## src/rtl/alu_regfile_pipe_pkg.sv

```systemverilog
// Shared opcode encoding and operand-usage helpers for the two-stage ALU/regfile pipe.
package ALU_REGFILE_defs;

    localparam int ALU_PIPE_OP_WIDTH = 3;

    typedef enum logic [ALU_PIPE_OP_WIDTH-1:0] {
        ADD  = 3'd0,
        ADDC = 3'd1,
        SUB  = 3'd2,
        AND  = 3'd3,
        OR   = 3'd4,
        XOR  = 3'd5,
        LDI  = 3'd6,
        PASS = 3'd7
    } alu_pipe_op_t;

    function automatic logic op_sets_carry(input alu_pipe_op_t op);
        return (op == ADD) || (op == ADDC) || (op == SUB);
    endfunction

    function automatic logic op_reads_a(input alu_pipe_op_t op);
        return op != LDI;
    endfunction

    function automatic logic op_reads_b(input alu_pipe_op_t op);
        return (op != LDI) && (op != PASS);
    endfunction

endpackage

```

## src/rtl/alu_pipe_regfile.sv

```systemverilog
// Register file with two read ports and one write port; R0 is hardwired to zero and a
// same-cycle write to the register being read is bypassed onto the read data.
module alu_pipe_regfile #(
    parameter int DATA_WIDTH = 8,
    parameter int NUM_REGS   = 16,
    localparam int ADDR_WIDTH = $clog2(NUM_REGS)
) (
    input  logic                  clk_i,
    input  logic                  rst_i,
    input  logic [ADDR_WIDTH-1:0] rd_addr_a_i,
    input  logic [ADDR_WIDTH-1:0] rd_addr_b_i,
    output logic [DATA_WIDTH-1:0] rd_data_a_o,
    output logic [DATA_WIDTH-1:0] rd_data_b_o,
    input  logic                  wr_en_i,
    input  logic [ADDR_WIDTH-1:0] wr_addr_i,
    input  logic [DATA_WIDTH-1:0] wr_data_i
);

    logic [DATA_WIDTH-1:0] regs_q [NUM_REGS];
    logic                  wr_live;

    assign wr_live = wr_en_i && (wr_addr_i != '0);

    always_ff @(posedge clk_i) begin
        if (rst_i) begin
            for (int i = 0; i < NUM_REGS; i++) begin
                regs_q[i] <= '0;
            end
        end else if (wr_live) begin
            regs_q[wr_addr_i] <= wr_data_i;
        end
    end

    always_comb begin
        rd_data_a_o = '0;
        rd_data_b_o = '0;
        if (rd_addr_a_i != '0) begin
            rd_data_a_o = (wr_live && wr_addr_i == rd_addr_a_i) ? wr_data_i : regs_q[rd_addr_a_i];
        end
        if (rd_addr_b_i != '0) begin
            rd_data_b_o = (wr_live && wr_addr_i == rd_addr_b_i) ? wr_data_i : regs_q[rd_addr_b_i];
        end
    end

endmodule

```

## src/rtl/alu_regfile_pipe.sv

```systemverilog
// Two-stage ALU + regfile pipe (issue, execute/writeback) with valid/ready on both sides.
// Define ALU_PIPE_FWD_EN to forward the EX result/carry instead of stalling on hazards.
module alu_regfile_pipe
    import ALU_REGFILE_defs::*;
#(
    parameter int DATA_WIDTH = 8,
    parameter int NUM_REGS   = 16,
    localparam int ADDR_WIDTH = $clog2(NUM_REGS)
) (
    input  logic                         Clock,
    input  logic                         Reset,
    input  logic                         In_Valid,
    output logic                         In_Ready,
    input  logic [ALU_PIPE_OP_WIDTH-1:0] In_Opcode,
    input  logic [ADDR_WIDTH-1:0]        In_Src_A,
    input  logic [ADDR_WIDTH-1:0]        In_Src_B,
    input  logic [ADDR_WIDTH-1:0]        In_Dest,
    input  logic                         In_Wr_En,
    input  logic [DATA_WIDTH-1:0]        In_Imm,
    output logic                         Out_Valid,
    input  logic                         Out_Ready,
    output logic [DATA_WIDTH-1:0]        Out_Data,
    output logic                         Out_Carry,
    output logic                         Out_Zero,
    output logic [ADDR_WIDTH-1:0]        Out_Dest
);

    logic                  ex_valid_q, ex_valid_d, ex_wr_q, ex_cin_q;
    alu_pipe_op_t          ex_op_q;
    logic [DATA_WIDTH-1:0] ex_a_q, ex_b_q;
    logic [ADDR_WIDTH-1:0] ex_dest_q;
    logic                  out_valid_q, out_valid_d, out_carry_q, out_zero_q;
    logic [DATA_WIDTH-1:0] out_data_q;
    logic [ADDR_WIDTH-1:0] out_dest_q;
    logic                  carry_q, carry_d;

    alu_pipe_op_t          in_op;
    logic [DATA_WIDTH-1:0] rd_a, rd_b, opnd_a, opnd_b, alu_res;
    logic [DATA_WIDTH:0]   alu_wide;
    logic                  alu_carry, opnd_cin, ex_advance, accept;
    logic                  ex_writes, haz_a, haz_b, carry_haz, hazard_stall;

    assign in_op = alu_pipe_op_t'(In_Opcode);

    alu_pipe_regfile #(
        .DATA_WIDTH(DATA_WIDTH),
        .NUM_REGS  (NUM_REGS)
    ) u_regfile (
        .clk_i      (Clock),
        .rst_i      (Reset),
        .rd_addr_a_i(In_Src_A),
        .rd_addr_b_i(In_Src_B),
        .rd_data_a_o(rd_a),
        .rd_data_b_o(rd_b),
        .wr_en_i    (ex_advance && ex_wr_q),
        .wr_addr_i  (ex_dest_q),
        .wr_data_i  (alu_res)
    );

    // EX ALU; LDI's immediate travels in the B operand register.
    always_comb begin
        alu_wide = '0;
        unique case (ex_op_q)
            ADD:  alu_wide = {1'b0, ex_a_q} + {1'b0, ex_b_q};
            ADDC: alu_wide = {1'b0, ex_a_q} + {1'b0, ex_b_q} + {{DATA_WIDTH{1'b0}}, ex_cin_q};
            SUB:  alu_wide = {1'b0, ex_a_q} - {1'b0, ex_b_q};
            AND:  alu_wide = {1'b0, ex_a_q & ex_b_q};
            OR:   alu_wide = {1'b0, ex_a_q | ex_b_q};
            XOR:  alu_wide = {1'b0, ex_a_q ^ ex_b_q};
            LDI:  alu_wide = {1'b0, ex_b_q};
            PASS: alu_wide = {1'b0, ex_a_q};
            default: alu_wide = '0;
        endcase
    end

    assign alu_res    = alu_wide[DATA_WIDTH-1:0];
    assign alu_carry  = op_sets_carry(ex_op_q) && alu_wide[DATA_WIDTH];
    assign ex_advance = ex_valid_q && (!out_valid_q || Out_Ready);

    assign ex_writes = ex_valid_q && ex_wr_q && (ex_dest_q != '0);
    assign haz_a     = ex_writes && op_reads_a(in_op) && (In_Src_A == ex_dest_q);
    assign haz_b     = ex_writes && op_reads_b(in_op) && (In_Src_B == ex_dest_q);
    assign carry_haz = ex_valid_q && (in_op == ADDC) && op_sets_carry(ex_op_q);

    always_comb begin
`ifdef ALU_PIPE_FWD_EN
        hazard_stall = 1'b0;
        opnd_a       = haz_a ? alu_res : rd_a;
        opnd_b       = haz_b ? alu_res : rd_b;
        opnd_cin     = carry_haz ? alu_carry : carry_q;
`else
        hazard_stall = haz_a || haz_b || carry_haz;
        opnd_a       = rd_a;
        opnd_b       = rd_b;
        opnd_cin     = carry_q;
`endif
        if (in_op == LDI) begin
            opnd_b = In_Imm;
        end
    end

    assign In_Ready = !Reset && (!ex_valid_q || ex_advance) && !hazard_stall;
    assign accept   = In_Valid && In_Ready;

    always_comb begin
        ex_valid_d  = accept ? 1'b1 : (ex_advance ? 1'b0 : ex_valid_q);
        out_valid_d = ex_advance ? 1'b1 : (Out_Ready ? 1'b0 : out_valid_q);
        carry_d     = (ex_advance && op_sets_carry(ex_op_q)) ? alu_carry : carry_q;
    end

    always_ff @(posedge Clock) begin
        if (Reset) begin
            ex_valid_q  <= 1'b0;
            ex_op_q     <= ADD;
            ex_a_q      <= '0;
            ex_b_q      <= '0;
            ex_dest_q   <= '0;
            ex_wr_q     <= 1'b0;
            ex_cin_q    <= 1'b0;
            out_valid_q <= 1'b0;
            out_data_q  <= '0;
            out_carry_q <= 1'b0;
            out_zero_q  <= 1'b0;
            out_dest_q  <= '0;
            carry_q     <= 1'b0;
        end else begin
            ex_valid_q  <= ex_valid_d;
            out_valid_q <= out_valid_d;
            carry_q     <= carry_d;
            if (accept) begin
                ex_op_q   <= in_op;
                ex_a_q    <= opnd_a;
                ex_b_q    <= opnd_b;
                ex_dest_q <= In_Dest;
                ex_wr_q   <= In_Wr_En;
                ex_cin_q  <= opnd_cin;
            end
            if (ex_advance) begin
                out_data_q  <= alu_res;
                out_carry_q <= alu_carry;
                out_zero_q  <= (alu_res == '0);
                out_dest_q  <= ex_dest_q;
            end
        end
    end

    assign Out_Valid = out_valid_q;
    assign Out_Data  = out_data_q;
    assign Out_Carry = out_carry_q;
    assign Out_Zero  = out_zero_q;
    assign Out_Dest  = out_dest_q;

endmodule
```

## config.mk

```make
export PLATFORM = sky130hd
export DESIGN_NAME = alu_regfile_pipe
export DESIGN_NICKNAME = d
export VERILOG_FILES = /design/src/rtl/alu_regfile_pipe_pkg.sv /design/src/rtl/alu_pipe_regfile.sv /design/src/rtl/alu_regfile_pipe.sv
export SDC_FILE = /design/constraint.sdc
export NUM_CORES = 1
export LEC_CHECK = 0
export ABC_AREA = 0
export CAP_MARGIN = 20
export CORE_ASPECT_RATIO = 0.7
export CORE_MARGIN = 2
export CORE_UTILIZATION = 40
export DETAILED_ROUTE_END_ITERATION = 10
export PLACE_DENSITY_LB_ADDON = 0.3
export SETUP_SLACK_MARGIN = 0.2
export SYNTH_ARGS = -nofsm -noshare
export SYNTH_HDL_FRONTEND = slang
export SYNTH_SLANG_ARGS = --single-unit
export TNS_END_PERCENT = 50
```

## constraint.sdc

```tcl
create_clock -name Clock -period 4 [get_ports Clock]
set_input_delay 0.4 -clock Clock [delete_from_list [all_inputs] [get_ports Clock]]
set_output_delay 0.4 -clock Clock [all_outputs]
set_load 0.02 [all_outputs]
```

# --- Word level (Yosys, flattened, before mapping) ---
# Memory sizes are Yosys's and may differ from the RTL's.
# Index checks and enable logic that the tools add are counted.
classes:
  add_sub_neg: 3
  eq_ne: 15
  mux: 18
  bitwise_logic: 3
  n_reduce_logical: 37
op_table:
  columns: ["operator", "count"]
  rows:
  - ["$pmux W9 S8", 1]
  - ["$mux W8", 6]
  - ["$logic_and A1 B1 Y1", 19]
  - ["$eq A4 B4 Y1", 4]
  - ["$eq A3 B3 Y1 const B", 5]
  - ["$reduce_bool A4 Y1", 3]
  - ["$mux W1", 10]
  - ["$add A8 B8 Y9", 1]
  - ["$add A9 B1 Y9", 1]
  - ["$sub A8 B8 Y9", 1]
  - ["$and A8 B8 Y8", 1]
  - ["$logic_not A8 Y1", 1]
  - ["$or A8 B8 Y8", 1]
  - ["$reduce_or A8 Y1", 1]
  - ["$xor A8 B8 Y8", 1]
  - ["$eq A3 B1 Y1 const B", 2]
  - ["$eq A3 B2 Y1 const B", 2]
  - ["$logic_or A1 B1 Y1", 6]
  - ["$ne A3 B3 Y1 const B", 2]
  - ["$logic_not A1 Y1", 4]
  - ["$mux W4", 1]
  - ["$reduce_bool A2 Y1", 2]
  - ["$logic_not A3 Y1", 1]
word_totals:
  ff_bits: 42
  mem_bits_rw: 128
  input_bits: 28
  output_inout_bits: 16
  mem_count: 1
mem_list:
  columns: ["name", "words", "word_bits", "rd", "rd_ports_with_merged_regs", "wr", "line", "text"]
  rows:
  - ["u_regfile.regs_q", 16, 8, 2, 0, 16, "alu_pipe_regfile.sv:19", "logic [DATA_WIDTH-1:0] regs_q [NUM_REGS];"]

# --- Logic depth before layout (Yosys ltp) ---
depth:
  depth_word: 10
  depth_mapped: 12
  mapped_depth_nobuf: 11

# --- Cells and area by module ---
# A second synthesis with hierarchy kept.
hier_totals:
  cells_unflattened: 967
  hier_area_um2: 10515.1
by_module_without_submodules:
  columns: ["module", "n_inst", "cells_each", "area_per_inst_um2"]
  rows:
  - ["alu_pipe_regfile", 1, 552, 7229.4]
  - ["alu_regfile_pipe", 1, 415, 3285.7]

# --- Least setup slack after synthesis ---
# No wires, ideal clock.
synth_path:
  path_kind: "reg2reg"
  from: "register ex_a_q[0]"
  to: "memory u_regfile.regs_q[10][5], data pin"
  setup_ps: 265
  arrival_time_ps: 2709
  path_slack_ps: 1026
  stages_incl_launch_ff: 10
  cell_sequence: "dfxtp_1 ha_1 fa_1 a211oi_2 nor2_1 nor4_1 xor2_1 a22oi_1 clkbuf_1 nor2_1"
synth_lines:
  columns: ["element", "line", "text"]
  rows:
  - ["start, declared", "alu_regfile_pipe.sv:30", "logic [DATA_WIDTH-1:0] ex_a_q, ex_b_q;"]
  - ["start signal, assigned", "alu_regfile_pipe.sv:132", "ex_a_q <= opnd_a;"]
  - ["end, declared", "alu_pipe_regfile.sv:19", null]

==> flow_metrics.tcl <==
set metrics [dict create \
    tightest_slew_ns 1.16 \
    clkPwrFrac_pct 34.6 \
    r2r-start "ex_a_q[0]" \
    area_growth_pct 13.8 \
    numCtsBuffers 17 \
    final.min_clock_period_ns 3.53 \
    slew_headroom_pct 22.9 \
    portBuffers 43 \
    synth_cells 940 \
    utilization_pct 46.4 \
    cp-end-kind "flip-flop" \
    synth_common_cells "nor2_1 (176), edfxtp_1 (128), nand2_1 (77), mux4_2 (51), a21oi_1 (48)" \
    finalNetCount 1031 \
    core_um2 24600 \
    regToRegEndpoint "u_regfile.regs_q[2][5]" \
    place.gp.congestion 0.930 \
    clk_latency_ns 0.44 \
    grt_pass1_vias 7397 \
    fin_crit_sh_pct 88.4 \
    clk_pin_slew_ns 0.07 \
    async_flop_share_pct 0 \
    cts_buffer_depth 2 \
    cp_slowest_cell "a22oi_2" \
    critPathKind "reg2reg" \
    drtIter0Drc 1173 \
    pin_count 44 \
    fp.dieArea_um2 26400 \
    fin_skew_ns 0.0146 \
    setup_tns_ns 0 \
    slowest_delay_ns 0.62 \
    min_to "ex_cin_q" \
    crit_fanout 13 \
    grt_overflow 0 \
    synth_area_leaders "edfxtp_1 (38%), mux4_2 (11%), dfxtp_1 (8.4%), nor2_1 (6.6%), mux2i_1 (4.3%)" \
    synth_most_common_cell "nor2_1" \
    switching_share_pct 31.7 \
    fmax_mhz 283 \
    path_cells "ha_1, fa_1, a211oi_2, nor2_1, nor4_1, xor2_1, a22oi_2, buf_4, nor2_1" \
    ant_nets 0 \
    synthFlopType "edfxtp_1" \
    pwr-share-seq_pct 44.5 \
    rows 48 \
    synth_edf_count 128 \
    leakage_nw 4.13 \
    p_switching_mw 1.44 \
    syn_area_um2 10000 \
    first_pass_iters 5 \
    syn_area_per_cell_um2 10.7 \
    tritoncts "yes" \
    clock_sink_count 170 \
    setup_ws_ns 0.466 \
    antenna_found_initial 2 \
    intPower_mw 3.11 \
    worstHoldStart "carry_q" \
    grt_max_degree 44 \
    htreeDepth 4 \
    total_power_mw 4.55 \
    yosysWarnings 0 \
    gr-usage-all-layers_pct 24.4 \
    synth-seq-area-share_pct 46.7 \
    design_area_um2 11400 \
    cpMostUsedCell "nor2_1" \
    start_util_pct 40.7 \
    crit_path_start_kind "flip-flop" \
    die_h_um 137 \
    yosys.area.top_type_share_pct 38.3 \
    powerDensity_nw_per_um2 399 \
    crit_required_ns 4.17 \
    drt_wl_total_um 31800 \
    wl_per_cell_um 24.2 \
    yosys_register_bits 170 \
    worstHoldPathType "reg2reg" \
    synth_top_area_cell "edfxtp_1" \
    rsz0062_at_grt "no" \
    dp.final_hpwl_um 22600 \
    viasPerCell 6.11 \
    reg2reg_depth 9 \
    ir_worst_vdd_mv 0.340 \
    ff2ff_setup_slack_ns 0.47 \
    worstHoldPathCells 2 \
    drv_cap 0 \
    fill_cells 2288 \
    num_vias 8029 \
    grt_pass1_wl_um 47300 \
    power_frac_comb_pct 20.8 \
    placed_cell_area_um2 10900 \
    drive_gt1_share_pct 13.9 \
    critPathArrivalTime_ns 3.71 \
    slew_violations 0 \
    dp_slack_ns 0.512 \
    outcome "complete, no violations" \
    drc 0 \
    hold_viol 0 \
    die_x_um 193 \
    setup_violations 0 \
    yosysUniqueCellTypes 70 \
    clockRootBuffer "clkbuf_16" \
]
[logic make-up after synthesis]
kind of cell	Yosys count	synth area share (%)
adder cells (fa/ha/maj)	28	3.64
AO/OA/AOI/OAI	191	13.3
buffers and inverters	98	4.05
other	1	0.0374
XOR/XNOR	15	1.31
AND/OR/NAND/NOR	338	14.7
flip-flops	170	46.7
multiplexers	99	16.3
[metrics by stage]
| stage | hold WS, ns | cells |
|---|---|---|
| global placement | 0.443 | 1280 |
| finish | 0.456 | 1314 |
| CTS | 0.436 | 1313 |
| detailed placement | 0.448 | 1281 |
| floorplan | 0.432 | 947 |
| global route | 0.468 | 1313 |
[worst max-delay path, delay by kind of cell, from the launching register on]
kind	cells	cell delay (ns)
compound gates	2	0.98
fa+ha+maj	2	0.73
simple gates	3	0.71
flops	1	0.35
buf+inv	1	0.35
xor+xnor	1	0.15
[sequential cells by signal, summed over array words and instances, names as in the netlist, 3 cells and up]
register	count
ex_a_q	8
ex_dest_q	4
Out_Dest	4
u_regfile.regs_q	128
ex_op_q	3
ex_b_q	8
Out_Data	8
[worst max path at each step]
stage	startpoint	end	slack [ns]	cells after the start
floorplan	ex_a_q[0]	u_regfile.regs_q[10][5]	1.03	9
global placement	ex_a_q[0]	Out_Zero	0.46	10
detailed placement	Out_Ready	u_regfile.regs_q[2][0]	0.51	7
CTS	ex_a_q[0]	Out_Zero	0.46	11
global route	ex_a_q[0]	u_regfile.regs_q[8][5]	0.29	9
finish	ex_a_q[0]	u_regfile.regs_q[2][5]	0.47	9
[area by class of cell]
cell class              count  area (um2)  share of cell area (%)
inverters                  30         113                   0.987
clock buffers              17         425                    3.73
multi-input cells         679        4980                    43.6
diodes                      1        2.50                  0.0219
repair buffers             77         683                    5.99
clock inverters            15         120                    1.05
flip-flops and latches    170        4680                    41.0
well taps                 325         407                    3.56
[cells in the final DEF (no fill, tap or decap), types with 6 or more instances in the layout]
master | Yosys | final
dfxtp_1 | 42 | 42
mux2i_1 | 43 | 43
a22oi_1 | 9 | 8
nor4_1 | 7 | 7
conb_1 | 1 | 8
mux4_2 | 51 | 51
nor2b_1 | 11 | 11
nand3_1 | 19 | 19
xor2_1 | 12 | 12
nand2b_1 | 6 | 6
nand2_1 | 77 | 77
or3_1 | 7 | 7
a221oi_1 | 10 | 10
buf_4 | 0 | 33
a21oi_1 | 48 | 47
o21ai_0 | 26 | 26
nor3_1 | 9 | 9
o22ai_1 | 8 | 8
a22o_1 | 10 | 9
a21o_1 | 6 | 6
clkdlybuf4s50_1 | 0 | 40
ha_1 | 26 | 26
nor2_1 | 176 | 176
o221ai_1 | 11 | 11
edfxtp_1 | 128 | 128
a211oi_1 | 10 | 10
o211ai_1 | 9 | 9
clkinv_1 | 2 | 6
inv_1 | 28 | 28
clkbuf_16 | 0 | 17
[power groups by stage]
stage | sequential, mW | clock [mW] | combinational, mW
5_1_grt | 2.04 | 1.66 | 1.00
3_3_place_gp | 2.06 | 0 | 0.914
4_1_cts | 2.03 | 1.59 | 0.924
2_1_floorplan | 2.05 | 0 | 0.580
6_report | 2.03 | 1.58 | 0.949
3_5_place_dp | 2.06 | 0 | 0.919
[metal layers]
layer,part of all wire [%],wire length [um],global-route usage [%]
met5,0.038,12,0
met4,1.8,582,5.64
met3,12,3960,7.79
met2,40,12800,33.2
met1,46,14500,37.1
[repair_timing]
item,4_1_cts,5_1_grt
setup endpoints to repair,0,8
hold buffers,0,0
buffers inserted,0,0
resized for setup,0,1
No activity file was read; power rests on OpenSTA's default activity.
